===== config.mk =====
export PLATFORM = sky130hd
export DESIGN_NAME = cpu_run_ctrl_flat
export DESIGN_NICKNAME = d
export VERILOG_FILES = /design/src/rtl/cpu_run_ctrl_if.sv /design/src/rtl/cpu_run_ctrl.sv /design/src/flat_wrapper.sv
export SDC_FILE = /design/constraint.sdc
export NUM_CORES = 1
export LEC_CHECK = 0
export CAP_MARGIN = 30
export CORE_ASPECT_RATIO = 1.2
export CORE_MARGIN = 3
export CORE_UTILIZATION = 40
export CTS_BUF_LIST = sky130_fd_sc_hd__clkbuf_4
export DETAILED_ROUTE_END_ITERATION = 8
export PLACE_DENSITY = 0.79
export SLEW_MARGIN = 40
export SYNTH_ARGS = -nofsm -noshare
export SYNTH_HDL_FRONTEND = slang
export SYNTH_SLANG_ARGS = --single-unit

===== constraint.sdc =====
create_clock -name clk -period 1.86 [get_ports clk]
set_input_delay 0.558 -clock clk [delete_from_list [all_inputs] [get_ports clk]]
set_output_delay 0.558 -clock clk [all_outputs]
set_load 0.02 [all_outputs]

===== src/rtl/cpu_run_ctrl_if.sv =====
// cpu_run_ctrl_if
// Bundles the front-end and pipeline-side signals of cpu_run_ctrl.
//   master : control/debug front end (drives requests, observes run status)
//   slave  : cpu_run_ctrl itself
// Request side : init_calib_complete, cpu_start, start_adr, quit_cmd,
//                stall_src, stall_mask (+ step_mode, step_req when
//                CPU_RUN_CTRL_STEP_EN is defined)
// Status side  : cpu_run_state, cpu_stopping, pc_start, start_adr_lat,
//                pc_valid_id, stall, stall_dly, stall_1shot, rst_pipe
interface cpu_run_ctrl_if #(
    parameter int NSTAGE = 4,
    parameter int NSTALL = 2
) ();
    logic              init_calib_complete;
    logic              cpu_start;
    logic [31:2]       start_adr;
    logic              quit_cmd;
    logic [NSTALL-1:0] stall_src;
    logic [NSTALL-1:0] stall_mask;
`ifdef CPU_RUN_CTRL_STEP_EN
    logic              step_mode;
    logic              step_req;
`endif
    logic              cpu_run_state;
    logic              cpu_stopping;
    logic              pc_start;
    logic [31:2]       start_adr_lat;
    logic              pc_valid_id;
    logic              stall;
    logic [NSTAGE-1:0] stall_dly;
    logic [NSTAGE-1:0] stall_1shot;
    logic [NSTAGE-1:0] rst_pipe;

    modport master (
        output init_calib_complete, cpu_start, start_adr, quit_cmd,
               stall_src, stall_mask,
`ifdef CPU_RUN_CTRL_STEP_EN
               step_mode, step_req,
`endif
        input  cpu_run_state, cpu_stopping, pc_start, start_adr_lat,
               pc_valid_id, stall, stall_dly, stall_1shot, rst_pipe
    );

    modport slave (
        input  init_calib_complete, cpu_start, start_adr, quit_cmd,
               stall_src, stall_mask,
`ifdef CPU_RUN_CTRL_STEP_EN
               step_mode, step_req,
`endif
        output cpu_run_state, cpu_stopping, pc_start, start_adr_lat,
               pc_valid_id, stall, stall_dly, stall_1shot, rst_pipe
    );
endinterface


===== src/rtl/cpu_run_ctrl.sv =====
// cpu_run_ctrl
// Run control between the debug front end and the RV32I pipeline.
// Sequences IDLE -> (PEND) -> RUN -> DRAIN -> IDLE, merges maskable stall
// sources into one pipeline stall and fans out per-stage delayed stall,
// stall rising-edge and flush pulses.
// Ports:
//   clk    : clock
//   rst_n  : asynchronous active-low reset
//   bus    : cpu_run_ctrl_if.slave (see interface file for signal list)
// Optional feature macro: CPU_RUN_CTRL_STEP_EN (single-step support via
// bus.step_mode / bus.step_req).
module cpu_run_ctrl #(
    parameter int NSTAGE    = 4,
    parameter int NSTALL    = 2,
    parameter int DRAIN_CYC = 7
) (
    input  logic           clk,
    input  logic           rst_n,
    cpu_run_ctrl_if.slave  bus
);
    localparam int CNT_W = $clog2(DRAIN_CYC + 1);

    typedef enum logic [1:0] {
        ST_IDLE  = 2'd0,
        ST_PEND  = 2'd1,
        ST_RUN   = 2'd2,
        ST_DRAIN = 2'd3
    } state_t;

    state_t            state_r;
    state_t            state_nxt_s;
    logic [CNT_W-1:0]  cnt_r;
    logic [CNT_W-1:0]  cnt_nxt_s;
    logic [31:2]       start_adr_lat_r;
    logic              pc_valid_id_r;
    logic [NSTAGE-1:0] stall_dly_r;
    logic [NSTAGE-1:0] rst_pipe_r;
    logic [NSTAGE-1:0] stall_1shot_s;
    logic              run_s;
    logic              src_stall_s;
    logic              stall_s;
    logic              first_run_s;

    assign run_s       = (state_r == ST_RUN);
    assign src_stall_s = |(bus.stall_src & bus.stall_mask);
    assign first_run_s = (state_nxt_s == ST_RUN) && (state_r != ST_RUN);

`ifdef CPU_RUN_CTRL_STEP_EN
    // A step request stays armed until the masked sources let it through.
    logic step_arm_r;

    // Step arm register: set by step_req in stepped RUN, consumed on release.
    always_ff @(posedge clk or negedge rst_n) begin
        if (!rst_n) begin
            step_arm_r <= 1'b0;
        end else if (run_s && bus.step_mode) begin
            step_arm_r <= bus.step_req | (step_arm_r & src_stall_s);
        end else begin
            step_arm_r <= 1'b0;
        end
    end

    assign stall_s = ~run_s | src_stall_s | (bus.step_mode & ~step_arm_r);
`else
    assign stall_s = ~run_s | src_stall_s;
`endif

    // Next-state and drain-counter logic; ~calib > quit_cmd > cpu_start.
    always_comb begin
        state_nxt_s = state_r;
        cnt_nxt_s   = cnt_r;
        case (state_r)
            ST_IDLE: begin
                if (bus.quit_cmd) begin
                    state_nxt_s = ST_IDLE;
                end else if (bus.cpu_start) begin
                    if (bus.init_calib_complete) begin
                        state_nxt_s = ST_RUN;
                    end else begin
                        state_nxt_s = ST_PEND;
                    end
                end else begin
                    state_nxt_s = ST_IDLE;
                end
            end
            ST_PEND: begin
                if (bus.quit_cmd) begin
                    state_nxt_s = ST_IDLE;
                end else if (bus.init_calib_complete) begin
                    state_nxt_s = ST_RUN;
                end else begin
                    state_nxt_s = ST_PEND;
                end
            end
            ST_RUN: begin
                if (!bus.init_calib_complete) begin
                    state_nxt_s = ST_IDLE;
                end else if (bus.quit_cmd) begin
                    state_nxt_s = ST_DRAIN;
                    cnt_nxt_s   = CNT_W'(DRAIN_CYC);
                end else begin
                    state_nxt_s = ST_RUN;
                end
            end
            ST_DRAIN: begin
                if (!bus.init_calib_complete) begin
                    state_nxt_s = ST_IDLE;
                    cnt_nxt_s   = {CNT_W{1'b0}};
                end else if (!src_stall_s) begin
                    // A zero count is treated like 1 so DRAIN can never lock up.
                    if (cnt_r <= CNT_W'(1)) begin
                        state_nxt_s = ST_IDLE;
                        cnt_nxt_s   = {CNT_W{1'b0}};
                    end else begin
                        cnt_nxt_s   = cnt_r - CNT_W'(1);
                    end
                end else begin
                    cnt_nxt_s = cnt_r;
                end
            end
            default: begin
                state_nxt_s = ST_IDLE;
                cnt_nxt_s   = {CNT_W{1'b0}};
            end
        endcase
    end

    // State, counter, latched PC and per-stage shift registers.
    always_ff @(posedge clk or negedge rst_n) begin
        if (!rst_n) begin
            state_r         <= ST_IDLE;
            cnt_r           <= {CNT_W{1'b0}};
            start_adr_lat_r <= 30'd0;
            pc_valid_id_r   <= 1'b0;
            stall_dly_r     <= {NSTAGE{1'b1}};
            rst_pipe_r      <= {NSTAGE{1'b0}};
        end else begin
            state_r       <= state_nxt_s;
            cnt_r         <= cnt_nxt_s;
            pc_valid_id_r <= run_s;
            if (bus.cpu_start) begin
                start_adr_lat_r <= bus.start_adr;
            end else begin
                start_adr_lat_r <= start_adr_lat_r;
            end
            stall_dly_r[0] <= stall_s;
            rst_pipe_r[0]  <= first_run_s;
            for (int k = 1; k < NSTAGE; k++) begin
                stall_dly_r[k] <= stall_dly_r[k-1];
                rst_pipe_r[k]  <= rst_pipe_r[k-1];
            end
        end
    end

    // Rising edge of the stall as seen by each stage.
    always_comb begin
        stall_1shot_s    = {NSTAGE{1'b0}};
        stall_1shot_s[0] = stall_s & ~stall_dly_r[0];
        for (int k = 1; k < NSTAGE; k++) begin
            stall_1shot_s[k] = stall_dly_r[k-1] & ~stall_dly_r[k];
        end
    end

    assign bus.cpu_run_state = run_s;
    assign bus.cpu_stopping  = (state_r == ST_DRAIN);
    assign bus.pc_start      = rst_pipe_r[0];
    assign bus.start_adr_lat = start_adr_lat_r;
    assign bus.pc_valid_id   = pc_valid_id_r;
    assign bus.stall         = stall_s;
    assign bus.stall_dly     = stall_dly_r;
    assign bus.stall_1shot   = stall_1shot_s;
    assign bus.rst_pipe      = rst_pipe_r;
endmodule


===== src/flat_wrapper.sv =====
// flat-port wrapper written by rule: the top's interface ports become plain ports
module cpu_run_ctrl_flat 
#(
    parameter int NSTAGE    = 4,
    parameter int NSTALL    = 2,
    parameter int DRAIN_CYC = 7
)
  (clk, rst_n, bus_init_calib_complete, bus_cpu_start, bus_start_adr, bus_quit_cmd, bus_stall_src, bus_stall_mask, bus_cpu_run_state, bus_cpu_stopping, bus_pc_start, bus_start_adr_lat, bus_pc_valid_id, bus_stall, bus_stall_dly, bus_stall_1shot, bus_rst_pipe);
  cpu_run_ctrl_if #(.NSTAGE(NSTAGE), .NSTALL(NSTALL)) bus_i ();
  input  logic clk;
  input  logic rst_n;
  input wire logic [$bits(bus_i.init_calib_complete)-1:0] bus_init_calib_complete;
  input wire logic [$bits(bus_i.cpu_start)-1:0] bus_cpu_start;
  input wire logic [$bits(bus_i.start_adr)-1:0] bus_start_adr;
  input wire logic [$bits(bus_i.quit_cmd)-1:0] bus_quit_cmd;
  input wire logic [$bits(bus_i.stall_src)-1:0] bus_stall_src;
  input wire logic [$bits(bus_i.stall_mask)-1:0] bus_stall_mask;
  output wire logic [$bits(bus_i.cpu_run_state)-1:0] bus_cpu_run_state;
  output wire logic [$bits(bus_i.cpu_stopping)-1:0] bus_cpu_stopping;
  output wire logic [$bits(bus_i.pc_start)-1:0] bus_pc_start;
  output wire logic [$bits(bus_i.start_adr_lat)-1:0] bus_start_adr_lat;
  output wire logic [$bits(bus_i.pc_valid_id)-1:0] bus_pc_valid_id;
  output wire logic [$bits(bus_i.stall)-1:0] bus_stall;
  output wire logic [$bits(bus_i.stall_dly)-1:0] bus_stall_dly;
  output wire logic [$bits(bus_i.stall_1shot)-1:0] bus_stall_1shot;
  output wire logic [$bits(bus_i.rst_pipe)-1:0] bus_rst_pipe;
  assign bus_i.init_calib_complete = bus_init_calib_complete;
  assign bus_i.cpu_start = bus_cpu_start;
  assign bus_i.start_adr = bus_start_adr;
  assign bus_i.quit_cmd = bus_quit_cmd;
  assign bus_i.stall_src = bus_stall_src;
  assign bus_i.stall_mask = bus_stall_mask;
  assign bus_cpu_run_state = bus_i.cpu_run_state;
  assign bus_cpu_stopping = bus_i.cpu_stopping;
  assign bus_pc_start = bus_i.pc_start;
  assign bus_start_adr_lat = bus_i.start_adr_lat;
  assign bus_pc_valid_id = bus_i.pc_valid_id;
  assign bus_stall = bus_i.stall;
  assign bus_stall_dly = bus_i.stall_dly;
  assign bus_stall_1shot = bus_i.stall_1shot;
  assign bus_rst_pipe = bus_i.rst_pipe;
  cpu_run_ctrl #(.NSTAGE(NSTAGE), .NSTALL(NSTALL), .DRAIN_CYC(DRAIN_CYC)) u_core (.clk(clk), .rst_n(rst_n), .bus(bus_i));
endmodule

* Word-level counts from Yosys, hierarchy flattened *
Cells that the tools add are included.

storage, ports and cells
  flip-flop bits (word level) = 44
  input port bits = 39
  output and inout port bits = 47
  word-level logic and storage cells = 48

cells by class
  add/subtract/negate cells = 1
  magnitude comparators = 1
  eq/ne operators = 8
  mux-type cells = 16
  bitwise logic cells = 11
  reductions and logical operators = 5

operators by type and width
  operator                                                                count
  2-bit two-way mux                                                       8
  3-bit two-way mux                                                       5
  2-bit case mux with 4 select lines                                      1
  2-bit equality test (second input constant)                             3
  2-bit != test (second input constant)                                   3
  3-bit case mux with 2 select lines                                      1
  1-bit NOT                                                               5
  1-bit bitwise AND                                                       4
  4-bit AND reduction                                                     1
  3-bit by 1-bit <= comparator with 1-bit output (second input constant)  1
  3-bit != test (second input constant)                                   1
  3-bit by 1-bit subtractor with 3-bit output (second input constant)     1
  2-bit bitwise AND                                                       1
  2-bit by 1-bit equality test with 1-bit output (second input constant)  1
  2-bit logical NOT                                                       1
  2-bit nonzero test                                                      1
  2-bit OR reduction                                                      1
  1-bit logical AND                                                       1
  1-bit two-way mux                                                       1
  1-bit OR                                                                1

* Logic depth before layout (Yosys ltp) *
Gate-level depths: netlist of run 1.

  word-level depth = 7
  gate-level depth with buffers = 5
  mapped depth without buffers = 5

* Worst setup path before layout of run 1 *
No wires, ideal clock.

  kind = reg2out
  start point = register u_core.state_r[1]
  end point = output port bus_stall_1shot[0]
  data arrival time = 1.128 ns
  required time = 1.302 ns
  setup slack = 0.174 ns
  cell stages (with the launch flop) = 4
  cells stage by stage = dfrtp_1 > buf_2 > and2b_1 > a21oi_1

between the ends
  longest elaborated chain between the ends = 4

RTL lines
  what                         line                 RTL
  from (decl)                  cpu_run_ctrl.sv:30   state_t state_r;
  from (signal assigned)       cpu_run_ctrl.sv:138  state_r <= state_nxt_s;
  2-bit equality test          cpu_run_ctrl.sv:44   assign run_s = (state_r == ST_RUN);
  named net bus_cpu_run_state  flat_wrapper.sv:18   output wire logic [$bits(bus_i.cpu_run_state)-1:0] bus_cpu_run_state;
  1-bit NOT                    cpu_run_ctrl.sv:65   assign stall_s = ~run_s | src_stall_s;
  1-bit OR                     cpu_run_ctrl.sv:65
  1-bit bitwise AND            cpu_run_ctrl.sv:158  stall_1shot_s[0] = stall_s & ~stall_dly_r[0];
  to (decl)                    flat_wrapper.sv:25   output wire logic [$bits(bus_i.stall_1shot)-1:0] bus_stall_1shot;

The timed path passes the listed nets, and every way through them passes these cells.

* Worst setup path in the final report of run 1 *
  start point = input port bus_stall_src[0]
  end point = output port bus_stall

between the ends
  longest elaborated chain between the ends = 3

RTL lines
  what                line                RTL
  from (decl)         flat_wrapper.sv:16  input wire logic [$bits(bus_i.stall_src)-1:0] bus_stall_src;
  2-bit bitwise AND   cpu_run_ctrl.sv:45  assign src_stall_s = |(bus.stall_src & bus.stall_mask);
  2-bit OR reduction  cpu_run_ctrl.sv:45
  1-bit OR            cpu_run_ctrl.sv:65
  to (decl)           flat_wrapper.sv:23  output wire logic [$bits(bus_i.stall)-1:0] bus_stall;

No other way between the ends.

==> results summary, run 1 <==
The total count of hold-check failures in the final report is 0. Dividing total power by cell area gives a power density of 831 nW/µm². The internal power consumption came out at ~1.6 mW.

The reg-to-reg setup timing slack is 0.34 ns. The worst path uses 99.2% of the clock period. The area used by multi-input combinational logic came out at 613 µm².

The worst register-to-register path ends at u_core.state_r[0]$_DFF_PN0_. The maximum fanout encountered on the critical timing path came out at 3. The number of antenna violations at the first check in global routing is 0. At the worst endpoint, the required time is 1.30 ns. The synthesized flop and latch total is 44. The first global-routing pass estimated 6.66 mm of wire. The length of the first detailed-routing pass in iterations is 4. The proportion of synthesized chip area in sequential cells came out at 62.9%.

Combinational cells account for about a quarter of the total power. The count of H-tree levels built during CTS came out at 2. Clock-pin slew was measured on the worst setup and hold paths at 0.13 ns. Compared with the post-synthesis result, the final layout area differs by 55.9%. The number of buffers added by the clock tree synthesis step came out at 5. Among all flip-flop cells after synthesis, the most frequent one is sky130_fd_sc_hd__dfrtp_1. For the pin with the worst max-slew slack, the measured transition is 0.423 ns.

The net switching fraction of the power came out at 27.8%. The buffering stage count on the worst path with inverters included came out at 2. The post-layout net count came out at ~260. The type of element launching the critical path is an input port. The final-report setup violation count is 0.

The global routing stage identified its most utilized layer as met2. After detailed placement, the design holds a cell count of around 270. Counting cells, the worst reg-to-reg path comes to 5. At the end of routability-driven placement, the weighted congestion stood at 0.813. The count of nets left with antenna violations after detail routing came out at 0. The met2 capacity usage during global routing is 29.2%. Among all cell types in the netlist, the one instantiated most often is sky130_fd_sc_hd__dfrtp_1. The Yosys warning count came out at 0. The first element of the critical path is bus_stall_src[0]. In the final timing run, aggregate negative setup slack is 0 ns.

The count of standard-cell rows is 25. The count of boundary I/O pins came out at 86. The kind of cell with the highest combined delay along the critical path is buffers and inverters. The area of the mapped netlist came out at 1760 µm².

The peak supply drop is 453 µV. The antenna diode count is 0. Prior to clock tree synthesis, the placed netlist has a worst setup slack of -0.632 ns.

The post-route cell area is 2740 µm². Of all flip-flops after synthesis, the portion carrying an async set or reset was 100%. After layout, the minimum clock period comes to about 1.8 ns. The startpoint identified for the worst register-to-register timing path is u_core.cnt_r[1]$_DFFE_PN0P_. The placed wire-length estimate after detailed placement came out at 3.31 mm. The detailed router placed 1377 vias in this run. The synthesized instance count is 122.

The overflow left after global routing came out at 0. The net count after synthesis is 163. Traced cell by cell, the critical path runs through dlygate4sd2_1 > a22oi_2 > nand2_1 > buf_6. The initial utilization of the core area, before any placement, comes to a little over two fifths.

The worst hold-check path type is input port to async pin. The worst setup skew after layout is about 0.0065 ns. TritonCTS built the clock tree.

In the final layout, flip-flops and latches occupy 1110 µm². Setup repair after global routing could not meet its margin everywhere. By area the synthesized netlist is led by sky130_fd_sc_hd__dfrtp_1, sky130_fd_sc_hd__mux2_2, sky130_fd_sc_hd__dfstp_2, sky130_fd_sc_hd__nor2b_1, sky130_fd_sc_hd__buf_2. The count of distinct cell types in the synthesized netlist came out at 28. The die covers 5230 µm². The placeable core region came out at 4100 µm². The wire length per cell is 15.5 µm. Summed over all layers, the routed wires come to approximately 4.2 mm. The vertical die dimension is around 80 µm. The total power after layout came out at 2.28 mW. The number of buffers added on ports is between 80 and 90. Entering global routing, the biggest net connects 25 pins. The cell sitting at the root of the clock tree is a sky130_fd_sc_hd__clkbuf_4. On the worst path, the slowest cell contributes a delay of 0.25 ns. The maximum buffer depth of the clock tree is 2. The clock drives 44 sinks. Registers are responsible for about half of the overall power. Counting flops with a built-in enable in the synthesized netlist gives 0. The worst pin sits at a relative slew slack of just over 70%. The initial DRC count came out at 37. The worst setup path is captured at an output pin.

Counting buffers and inverters, the worst setup path is 4 cells deep. Once placement finished, the instance area stood at 2730 µm². The average instance area after synthesis came out at 14.4 µm². The fraction of final layout cells sized beyond drive strength 1 came out at 30.6%.

The arrival time reported for the critical path endpoint came out at 1.29 ns. The final worst setup slack is 0.0140 ns. After detailed routing, the number of remaining DRC violations is 0. The largest total area in the synthesized netlist belongs to sky130_fd_sc_hd__dfrtp_1. The final non-filler cell total came out at approximately 270. The via count of the first global-routing pass is around 1400. The reported max-cap violation count is 0. The number of hold buffers added after CTS is 0. Fill cells in the final layout number 326. Global routing used 5.58% of the available met3 tracks. The cell with the biggest individual delay on the critical path is sky130_fd_sc_hd__dlygate4sd2_1. Of the post-synthesis cell area, the dominant cell type holds 56.9%. In the synthesized netlist, the cells that appear most often are sky130_fd_sc_hd__dfrtp_1, sky130_fd_sc_hd__mux2_2, sky130_fd_sc_hd__buf_2, sky130_fd_sc_hd__inv_1, sky130_fd_sc_hd__nor2b_1. The leakage power total is 1.27 nW. The capture point of the worst path is bus_stall.

For met1 alone, demand over resource in global routing was 19.4%. The width of the chip is 66.5 µm. The switching power summed over all nets is 0.634 mW. The highest clock frequency the design can meet is ~540 MHz. The class of the most critical setup path is input port to output pin. The run finished with clean final reports. After detailed routing, the number of vias per cell comes to around 5.0. For the worst-skew pair, the clock arrives at the later sink with an insertion delay of 0.35 ns. The clock group share of total power came out at between 20% and 30%. Across every metal layer, demand over resource in global routing totals 17.0%. The number of pins exceeding their max-slew limit in the final report came to 0.
-- cells in the final DEF, fill, tap and decap left out, types with 2 or more instances in the layout --
cell type and instances:
sky130_fd_sc_hd__nor2b_1 5, sky130_fd_sc_hd__clkbuf_4 7, sky130_fd_sc_hd__inv_1 5, sky130_fd_sc_hd__mux2_2 30, sky130_fd_sc_hd__ha_1 2, sky130_fd_sc_hd__a21oi_1 2, sky130_fd_sc_hd__o211ai_1 3, sky130_fd_sc_hd__dfrtp_1 40
sky130_fd_sc_hd__clkdlybuf4s50_1 33, sky130_fd_sc_hd__dlygate4sd2_1 40, sky130_fd_sc_hd__nor2_1 2, sky130_fd_sc_hd__buf_2 7, sky130_fd_sc_hd__dfstp_2 4, sky130_fd_sc_hd__clkdlybuf4s15_1 3, sky130_fd_sc_hd__buf_4 10, sky130_fd_sc_hd__o21ai_0 4
-- registers in the layout (all words and copies together), names as in the netlist --
name / flops
u_core.bus.rst_pipe: 4
u_core.bus.pc_valid_id: 1
u_core.cnt_r: 3
u_core.state_r: 2
u_core.bus.stall_dly: 4
u_core.bus.start_adr_lat: 30
-- routing by layer --
metal | part of all wire (%) | wire [µm]
met2 | 50 | 2130
met1 | 39 | 1640
met4 | 2.1 | 89
met5 | 0 | 0
met3 | 9.0 | 380
-- how the worst min path moves through the flow --
stage	from	end	slack [ns]	depth (start not counted)
after global routing	rst_n	u_core.bus.start_adr_lat[13]$_DFFE_PN0P_	0.09	1
final	rst_n	u_core.bus.start_adr_lat[13]$_DFFE_PN0P_	0.10	1
after detailed placement	u_core.bus.rst_pipe[2]$_DFF_PN0_	u_core.bus.rst_pipe[3]$_DFF_PN0_	0.37	0
after CTS	rst_n	u_core.bus.start_adr_lat[13]$_DFFE_PN0P_	0.10	1
after floorplan	rst_n	u_core.bus.pc_valid_id$_DFF_PN0_	0.26	0
after global placement	u_core.bus.rst_pipe[2]$_DFF_PN0_	u_core.bus.rst_pipe[3]$_DFF_PN0_	0.36	0
-- metrics by stage --
step | util (%) | hold slack, ns
global route | 66.9 | 0.0869
finish | 66.9 | 0.102
detailed placement | 66.5 | 0.367
global placement | 66.5 | 0.364
floorplan | - | 0.262
CTS | 66.7 | 0.103
-- logic make-up after synthesis --
kind of cell    count (synthesis)  share of synthesized area, %
flops                          44                          62.9
buf+inv                        11                          2.92
fa+ha+maj                       2                          1.42
mux                            30                          19.2
simple gates                   14                          4.77
compound gates                 21                          8.76
-- timing repair --
action	in CTS	in global routing
endpoints found under the setup margin	47	6
setup buffers	0	0
hold endpoints to repair	0	0
resized for setup	78	7
pin swaps	2	1
-- power groups by stage --
stage	Clock [mW]	Combinational (mW)	Sequential, mW
floorplan	0	0.188	1.22
global placement	0	0.609	1.12
detailed placement	0	0.630	1.13
CTS	0.623	0.568	1.10
global route	0.673	0.610	1.12
finish	0.608	0.567	1.10
-- area by class of cell --
class,instances,share of cell area (%)
clock buffers,7,1.92
clock inverters,1,1.10
inverters,5,0.685
multi-input cells,67,22.4
flip-flops and latches,44,40.4
well taps,54,2.47
repair buffers,95,31.1
Note: power is estimated with default switching activity, not from simulation.
==> inputs of run 2 (changes only) <==
- PLACE_DENSITY: 0.79 -> unset
- PLACE_DENSITY_LB_ADDON: unset -> 0.3
==> results summary, run 2 (synthesis results as in run 1) <==
The required time of the critical path came out at 1.30 ns (about the same). The count of filler cells inserted in the layout is 347 (+6.4%). The count of H-tree levels built during CTS came out at 2 (unchanged). The net switching fraction of the power was 29.6% (+1.7 points). The maximum buffer depth of the clock tree came out at 2 (unchanged).

The final worst hold slack is 0.164 ns (+0.0616 ns). The reported max-cap violation count is 0 (unchanged). The path class of the tightest hold or removal check is input port to async pin. The via count of the first global-routing pass is 1404 (+1.2%). The clock transition at the registers of the reported paths was 0.13 ns (about the same). Leaving out fill and tap cells, the most frequent cell in the layout is sky130_fd_sc_hd__dlygate4sd2_1. Among all stages on the critical path, the largest delay is contributed by sky130_fd_sc_hd__dfstp_2. The worst setup skew after layout came out at 0.0156 ns (+0.00912 ns).

The largest net degree at the start of global routing is 32 (+28%). The number of buffers added by the clock tree synthesis step is 5 (unchanged). The antenna diode count is 0 (unchanged). The count of nets left with antenna violations after detail routing is 0 (unchanged). The initial DRC count is 43 (+16%). The count of boundary I/O pins came out at 86 (unchanged). The detailed-route DRC error count came out at 0 (unchanged). The relative contribution of sequential cells to total power is 52.9% (+4.5 points). The worst setup path is captured at an output pin. The final weighted congestion of routability-driven global placement is 0.874 (+7.4%). The wire length per cell is 14.8 µm (-4.9%).

The cell chosen for the clock root is sky130_fd_sc_hd__clkbuf_4. The slew of the pin with the lowest slew margin was 0.514 ns (+0.0911 ns). The via count came to 1340 (-2.7%).

The width of the chip is 66.5 µm (unchanged). The placed wire-length estimate after detailed placement is 3.14 mm (-5.1%). The critical path goes through dlygate4sd2_1.

The number of hold buffers added after CTS came out at 0 (unchanged). The clock group share of total power is 20.2% (-6.5 points). The total power per unit cell area was 770 nW/µm² (-7.3%). The total die area came out at 5230 µm² (unchanged).

The global-route usage over all layers is 16.6% (-0.33 points). The overflow left after global routing is 0 (unchanged). The class of the most critical setup path is flop to output pin.

The length of the first detailed-routing pass in iterations is 4 (unchanged). The kind of cell with the highest combined delay on the critical path is flip-flops. The instance area after placement is 2720 µm² (-0.37%). The post-layout net count is 258 (-0.39%).

The switching power summed over all nets came to 0.616 mW (-2.7%). The power share of the combinational group came out at 26.9% (+2.0 points). The number of buffers added on ports is 85 (unchanged). The internal power consumption is 1.47 mW (-11%).

The total power after layout is 2.09 mW (-8.4%). The worst setup path is launched from a flop. The final-report setup violation count came out at 0 (unchanged). The highest clock frequency the design can meet was 549 MHz (+1.4%).

The number of flip-flops in the largest register is 30 (unchanged). The worst relative slew slack is 65.7% (-6.0 points). TritonCTS built the clock tree. The wire length of the first global-routing pass came out at 6.55 mm (-1.7%). The total clock sinks is 44 (unchanged). The number of pins exceeding their max-slew limit in the final report was 0 (unchanged). The maximum fanout encountered on the critical timing path is 4 (+1). The leakage power total came out at 1.26 nW (-1.2%).

The initial cell density of the core is 42.9% (unchanged). The run finished with clean final reports. The worst-skew pair later-pin latency is 0.35 ns (about the same). The post-route cell area was 2710 µm² (-1.1%). The post-detailed-route via-to-cell ratio came to 4.93 (-2.3%).

The count of standard-cell rows came out at 25 (unchanged). Leaving out fill and tap cells, the most frequent cells in the layout are sky130_fd_sc_hd__dlygate4sd2_1, sky130_fd_sc_hd__dfrtp_1, sky130_fd_sc_hd__clkdlybuf4s50_1. The vertical die dimension is 78.6 µm (unchanged). The post-route setup TNS came to 0 ns (unchanged). The arrival time reported for the critical path endpoint is 1.26 ns (-0.03 ns).

The total count of hold-check failures in the final report came out at 0 (unchanged). The peak supply drop is 407 µV (-10%). The ratio of final minimum period to clock period is 97.9% (-1.3 points). The time the final worst path needs with I/O delays and setup came out at 1.82 ns (-0.0249 ns). The fraction of final layout cells sized beyond drive strength 1 is 28.0% (-2.6 points). Setup repair after global routing could not meet its margin everywhere. The delay of the slowest cell on the worst path was 0.57 ns (+0.32 ns). Relative to the synthesized area, the layout overhead comes to 54.1%. The buffering stage count on the worst path with inverters included came out at 1 (-1). The placeable core region came to 4100 µm² (unchanged). The number of antenna violations at the first check in global routing came out at 0 (unchanged).

The routed wire length came out at 4.02 mm (-5.2%). The share of the core filled with cells is 66.1% (-0.76 points).
==> run 2: power groups by stage <==
stage	clock (mW)	sequential (mW)	combinational (mW)
final	0.421	1.10	0.562
after global routing	0.486	1.12	0.601
after CTS	0.448	1.11	0.565
after detailed placement	0	1.13	0.627
after global placement	0	1.12	0.606
after floorplan	0	1.22	0.188
==> run 2: final timing paths <==
check / slack [ns] / start / depth (start not counted) / endpoint
max in group asynchronous: 1.20 / rst_n / 2 / u_core.bus.start_adr_lat[11]$_DFFE_PN0P_
worst max register to register: 0.38 / u_core.cnt_r[1]$_DFFE_PN0P_ / 5 / u_core.state_r[0]$_DFF_PN0_
worst min-delay path: 0.16 / rst_n / 1 / u_core.cnt_r[1]$_DFFE_PN0P_
min in group clk: 0.38 / u_core.bus.rst_pipe[1]$_DFF_PN0_ / 0 / u_core.bus.rst_pipe[2]$_DFF_PN0_
worst min register to register: 0.38 / u_core.bus.rst_pipe[1]$_DFF_PN0_ / 0 / u_core.bus.rst_pipe[2]$_DFF_PN0_
worst max-delay path: 0.04 / u_core.bus.stall_dly[2]$_DFF_PN1_ / 1 / bus_stall_dly[2]
==> run 2: per-stage QoR <==
stage / std cells / setup WS, ns
6_report: 272 / 0.0389
3_3_place_gp: 262 / -0.608
3_5_place_dp: 262 / -0.637
2_1_floorplan: 122 / 0.174
4_1_cts: 271 / 0.00263
5_1_grt: 272 / -0.0250
==> run 2: area by class of cell <==
type | count | area [µm²] | share of cell area [%]
flip-flops and latches | 44 | 1110 | 40.8
repair buffers | 94 | 860 | 31.7
multi-input cells | 67 | 606 | 22.4
well taps | 54 | 67.6 | 2.49
clock buffers | 5 | 37.5 | 1.39
inverters | 5 | 18.8 | 0.693
clock inverters | 3 | 13.8 | 0.508
==> run 2: what timing repair did <==
action / 4_1_cts / 5_1_grt
pin swaps: 2 / 2
setup endpoints to repair: 47 / 4
resized for setup: 73 / 5
buffers inserted: 1 / 1
==> run 2: routing by layer <==
| layer | wire [µm] | track usage (%) | up-vias |
|---|---|---|---|
| li1 | - | - | 632 |
| met1 | 1460 | 17.8 | 653 |
| met2 | 2270 | 30.5 | 51 |
| met3 | 242 | 4.15 | 4 |
| met4 | 48 | 6.30 | 0 |
| met5 | 0 | 0 | - |
